`config.mk`:
```
export PLATFORM = sky130hd
export DESIGN_NAME = rom_loader
export DESIGN_NICKNAME = d
export VERILOG_FILES = /design/src/rtl/rom_loader.sv
export SDC_FILE = /design/constraint.sdc
export NUM_CORES = 1
export LEC_CHECK = 0
export ABC_AREA = 1
export BUFFER_PORTS_ARGS = -buffer_cell sky130_fd_sc_hd__buf_2
export CORE_MARGIN = 2
export CORE_UTILIZATION = 54
export CTS_CLUSTER_DIAMETER = 50
export DETAILED_ROUTE_END_ITERATION = 12
export PLACE_DENSITY_LB_ADDON = 0.15
export SKIP_CTS_REPAIR_TIMING = 1
export SKIP_LAST_GASP = 1
export SYNTH_ARGS = -nofsm -noshare
export SYNTH_HDL_FRONTEND = slang
export SYNTH_SLANG_ARGS = --single-unit
```
`constraint.sdc`:
```
create_clock -name clk -period 5.1 [get_ports clk]
set_clock_uncertainty 0.05 [all_clocks]
set_input_delay 0.51 -clock clk [delete_from_list [all_inputs] [get_ports clk]]
set_output_delay 0.51 -clock clk [all_outputs]
set_load 0.1 [all_outputs]
```
`src/rtl/rom_loader.sv`:
```
// rtl/rom_loader.sv - boot-time byte-stream to 32-bit instruction ROM writer
module rom_loader #(
    parameter int DEPTH_WORDS = 1024,
    parameter int ADDR_W      = 10
) (
    input  logic              clk,
    input  logic              rst_n,
    input  logic              start,
    input  logic              byte_valid,
    input  logic [7:0]        byte_data,
    input  logic              byte_last,
    output logic              byte_ready,
    output logic              wr_en,
    output logic [ADDR_W-1:0] wr_addr,
    output logic [31:0]       wr_data,
    output logic [ADDR_W:0]   word_count,
    output logic              busy,
    output logic              done,
    output logic              error,
    output logic              cpu_rst_n
);

    typedef enum logic [2:0] {
        S_IDLE,
        S_RECV,
        S_WRITE,
        S_DONE,
        S_ERR
    } state_t;

    localparam logic [ADDR_W:0] DEPTH_CNT = (ADDR_W + 1)'(DEPTH_WORDS);

    state_t              r_state;
    state_t              w_state_nxt;
    logic [1:0]          r_idx;
    logic [31:0]         r_word;
    logic                r_last;
    logic [ADDR_W:0]     r_word_count;
    logic [ADDR_W-1:0]   r_wr_addr;

    logic                w_accept;
    logic                w_word_end;
    logic                w_start_ok;
    logic [ADDR_W:0]     w_cnt_inc;

    assign w_accept   = (r_state == S_RECV) && byte_valid;
    assign w_word_end = w_accept && ((r_idx == 2'd3) || byte_last);
    assign w_start_ok = start && ((r_state == S_IDLE) || (r_state == S_DONE)
                                  || (r_state == S_ERR));
    assign w_cnt_inc  = r_word_count + 1'b1;

    always_ff @(posedge clk or negedge rst_n) begin
        if (!rst_n) begin
            r_state <= S_IDLE;
        end else begin
            r_state <= w_state_nxt;
        end
    end

    always_comb begin
        w_state_nxt = r_state;
        case (r_state)
            S_IDLE, S_DONE, S_ERR: begin
                if (start) begin
                    w_state_nxt = S_RECV;
                end
            end
            S_RECV: begin
                if (w_word_end) begin
                    w_state_nxt = S_WRITE;
                end
            end
            S_WRITE: begin
                // The final word wins over the limit, so an exact-fit image ends in DONE.
                if (r_last) begin
                    w_state_nxt = S_DONE;
                end else if (w_cnt_inc == DEPTH_CNT) begin
                    w_state_nxt = S_ERR;
                end else begin
                    w_state_nxt = S_RECV;
                end
            end
            default: w_state_nxt = S_IDLE;
        endcase
    end

    always_ff @(posedge clk or negedge rst_n) begin
        if (!rst_n) begin
            r_idx        <= 2'd0;
            r_word       <= 32'd0;
            r_last       <= 1'b0;
            r_word_count <= '0;
            r_wr_addr    <= '0;
        end else if (w_start_ok) begin
            r_idx        <= 2'd0;
            r_word       <= 32'd0;
            r_last       <= 1'b0;
            r_word_count <= '0;
            r_wr_addr    <= '0;
        end else if (r_state == S_RECV) begin
            if (w_accept) begin
                r_word[{r_idx, 3'b000} +: 8] <= byte_data;
                r_idx                        <= r_idx + 2'd1;
                r_last                       <= byte_last;
            end
            // Latch the address only for a real write so it never wraps after overflow.
            if (w_word_end) begin
                r_wr_addr <= r_word_count[ADDR_W-1:0];
            end
        end else if (r_state == S_WRITE) begin
            r_word_count <= w_cnt_inc;
            r_idx        <= 2'd0;
            r_word       <= 32'd0;
            r_last       <= 1'b0;
        end
    end

    assign byte_ready = (r_state == S_RECV);
    assign wr_en      = (r_state == S_WRITE);
    assign wr_addr    = r_wr_addr;
    assign wr_data    = wr_en ? r_word : 32'd0;
    assign word_count = r_word_count;
    assign busy       = (r_state == S_RECV) || (r_state == S_WRITE);
    assign done       = (r_state == S_DONE);
    assign error      = (r_state == S_ERR);
    // Core is released only while DONE; a restart pulls it back in the same cycle.
    assign cpu_rst_n  = (r_state == S_DONE) && !start;

endmodule

```
==> metrics.md <==
| Metric | Value |
|---|---|
| Status | `finished, final reports clean` |
| Core Region | `0.005507 mm2` |
| Initial antenna violation count | `0` |
| CP max stage cell | `dfrtp_1` |
| Largest family of logic cells by synthesized area | `simple AND/OR/NAND/NOR gates` |
| Post-route insts no fill | `535` |
| Worst slew pin tran | `~1200 ps` |
| Dpl hpwl | `4906 um` |
| Leakage power | `1.819 nW` |
| Crit-path cells | `nor3_4, inv_2, nor2_1, buf_2` |
| VDD IR max | `about 360 uV` |
| CP required | `approximately 4500 ps` |
| Layout fillers | `491` |
| Vias in the first global route | `around 2500` |
| Top-area cell type share of the netlist area | `a little under half` |
| Final min period | `between 2000 and 3000 ps` |
| Clk Tree Root Cell | `clkbuf_8` |
| Clk slew on worst S/H paths | `70 ps` |
| RSZ-0062 raised after global routing | `false` |
| Compound-Gate Fraction of Synth Area | `11.28%` |
| Critical path class | `register to output pin` |
| Synthesized area | `0.003095 mm2` |
| DIE WIDTH | `79.71 um` |
| Critical path launch point type | `register` |
| Drt pass-1 iters | `5` |
| Gate Count Post-Synth | `387` |
| Fmax | `between 300 and 400 MHz` |
| Ys Warns | `0` |
| Setup_tns | `0 ps` |
| TritonCTS clock tree | `yes` |
| Via density per instance | `approximately 5` |
| Flop-to-flop setup slack | `around 2700 ps` |
| Synthesized area per cell | `around 8 um2` |
| # IOs | `just over 70` |
| Synth unique cells | `30` |
| Simple-Gate Fraction of Synth Area | `~27%` |
| Post-synthesis adder-cell area fraction | `under 10%` |
| Final-report hold violation count | `0` |
| Final Power | `about 1.8 mW` |
| Placed cell count | `519` |
| Core Rows | `27` |
| DRC | `0` |
| Sequential element share of the synthesized area | `a little under half` |
| First-pass GRT wire length | `about 11000 um` |
| Initial Utilization | `~56%` |
| Total track usage | `a little under a quarter` |
| Initial DRC count | `between 100 and 150` |
| Final Wtd Congestion | `0.8732` |
| Final setup vio count | `0` |
| Top cells by area, synth | `dfrtp_1 48%, inv_1 7.8%, nand2_1 6.5%` |
| Max Root-Sink Buffers | `2` |
| Number of buffers created by CTS | `9` |
| Hold Path Class | `primary input to asynchronous set/reset pin` |
| GRT overflow | `0` |
| Die Ht | `around 80 um` |
| Clk sinks | `59` |
| XOR/XNOR share of the synthesized area | `0.8488%` |
| Area after DPL | `0.003486 mm2` |
| Antenna cells | `0` |
| Mux contribution to synthesized area | `0%` |
| Final Cell Area | `0.003640 mm2` |
| Input/output buffers | `71` |
| Yosys reg bits | `between 50 and 60` |
| Share of post-route cells with drive strength above 1 | `24.41%` |
| Max Cap Viol | `0` |
| Post-synth top area cell | `dfrtp_1` |
| Worst-skew pair later-pin latency | `330 ps` |
| Largest net degree at the start of global routing | `60` |
| Final ANT Viol Nets | `0` |
| Headroom to the max-slew limit | `22.33%` |
| Wire per inst | `12.66 um` |
| WP data arrival | `between 2000 and 2500 ps` |
| Crit. End Element | `output pin` |
| Vias | `around 2700` |
| Routed wire length | `~6800 um` |
| Crit-path max cell delay | `about 460 ps` |
| Layout net count | `roughly 480` |
| Area growth syn-to-layout | `17.58%` |
| H-tree lvl count | `3` |
| Syn Nets | `between 400 and 500` |
| Crit-path max FO | `42` |
| Period utilization | `around 56%` |
| Fin. max-slew vios | `0` |
| PD cells | `a little under 500 mW/mm2` |
| Die Footprint | `roughly 0.0064 mm2` |
-- cell type report --
| class | count | area [um2] | area share [%] |
|---|---|---|---|
| clock buffer | 13 | 138.9 | 3.816 |
| clock inverter | 3 | 15.01 | 0.4125 |
| inverter | 69 | 259.0 | 7.116 |
| multi-input combinational | 247 | 1297 | 35.65 |
| sequential | 59 | 1476 | 40.56 |
| tap | 72 | 90.09 | 2.475 |
| timing repair buffer | 72 | 362.8 | 9.969 |
-- synth_stat cells (all sizes together) --
library cell	number
ha	7
buf	5
clkbuf	7
o21ai	46
a21oi	6
o21bai	1
nor3	3
nand2	59
nand4	9
xor2	3
nand3	32
nand3b	6
inv	68
o22ai	10
or2	8
dfrtp	59
nor2	57
clkinv	1
-- placed cells by master, fill, tap and decap left out, types with 7 or more instances in the layout --
master	n
buf_2	71
clkbuf_8	9
dfrtp_1	59
ha_1	7
inv_1	64
nand2_1	54
nand3_1	30
nand4_1	9
nor2_1	53
o21ai_0	31
o21ai_1	13
o22ai_1	10
or2_2	8
-- worst max-delay path, delay by kind of cell, from the launching register on --
family	cells	cell delay (ps)
flip-flops	1	460
buffers and inverters	2	850
AND/OR/NAND/NOR	2	670
-- sequential cells by signal, indices dropped and copies added, names as in the netlist --
name	count
r_idx	2
r_last	1
r_state	3
r_word	32
word_count	11
wr_addr	10
-- final timing paths --
path | cells past startpoint | from | to
worst min-delay path | 2 | rst_n | word_count[1]
min in group clk | 3 | byte_last | r_last
max in group asynchronous | 2 | rst_n | r_word[23]
worst max-delay path | 4 | r_state[0] | wr_data[1]
worst min register to register | 2 | r_word[1] | r_word[1]
worst max register to register | 6 | r_idx[0] | r_state[0]
-- metal layers --
layer | track usage, % | vias to the layer above | wire (um)
met1 | 28.76 | 1223 | 3058
li1 | - | 1380 | -
met2 | 38.49 | 95 | 3227
met3 | 4.525 | 14 | 366
met4 | 10.69 | 0 | 122
met5 | 0 | - | 0
-- power breakdown --
part	total (mW)	internal, mW	leakage, nW	switching (mW)
sequential	0.606	0.539	0.810	0.0667
combinational	0.826	0.166	0.928	0.660
clock	0.350	0.174	0.0812	0.176
-- kinds of logic after synthesis --
group / count (synthesis)
adders and majority gates: 7
buffers and inverters: 81
DFF: 59
AOI/OAI and AO/OA: 63
xor gates and xnor gates: 3
and+or+nand+nor: 174
-- through the flow --
step	util, %	hold slack, ps	worst slack [ps]
floorplan	-	164.4	1393
global placement	63.30	416.1	2618
detailed placement	63.30	424.7	2544
CTS	66.10	310.6	2192
global route	66.10	352.9	2088
finish	66.10	271.8	2224
(Power assumes the default switching activity.)
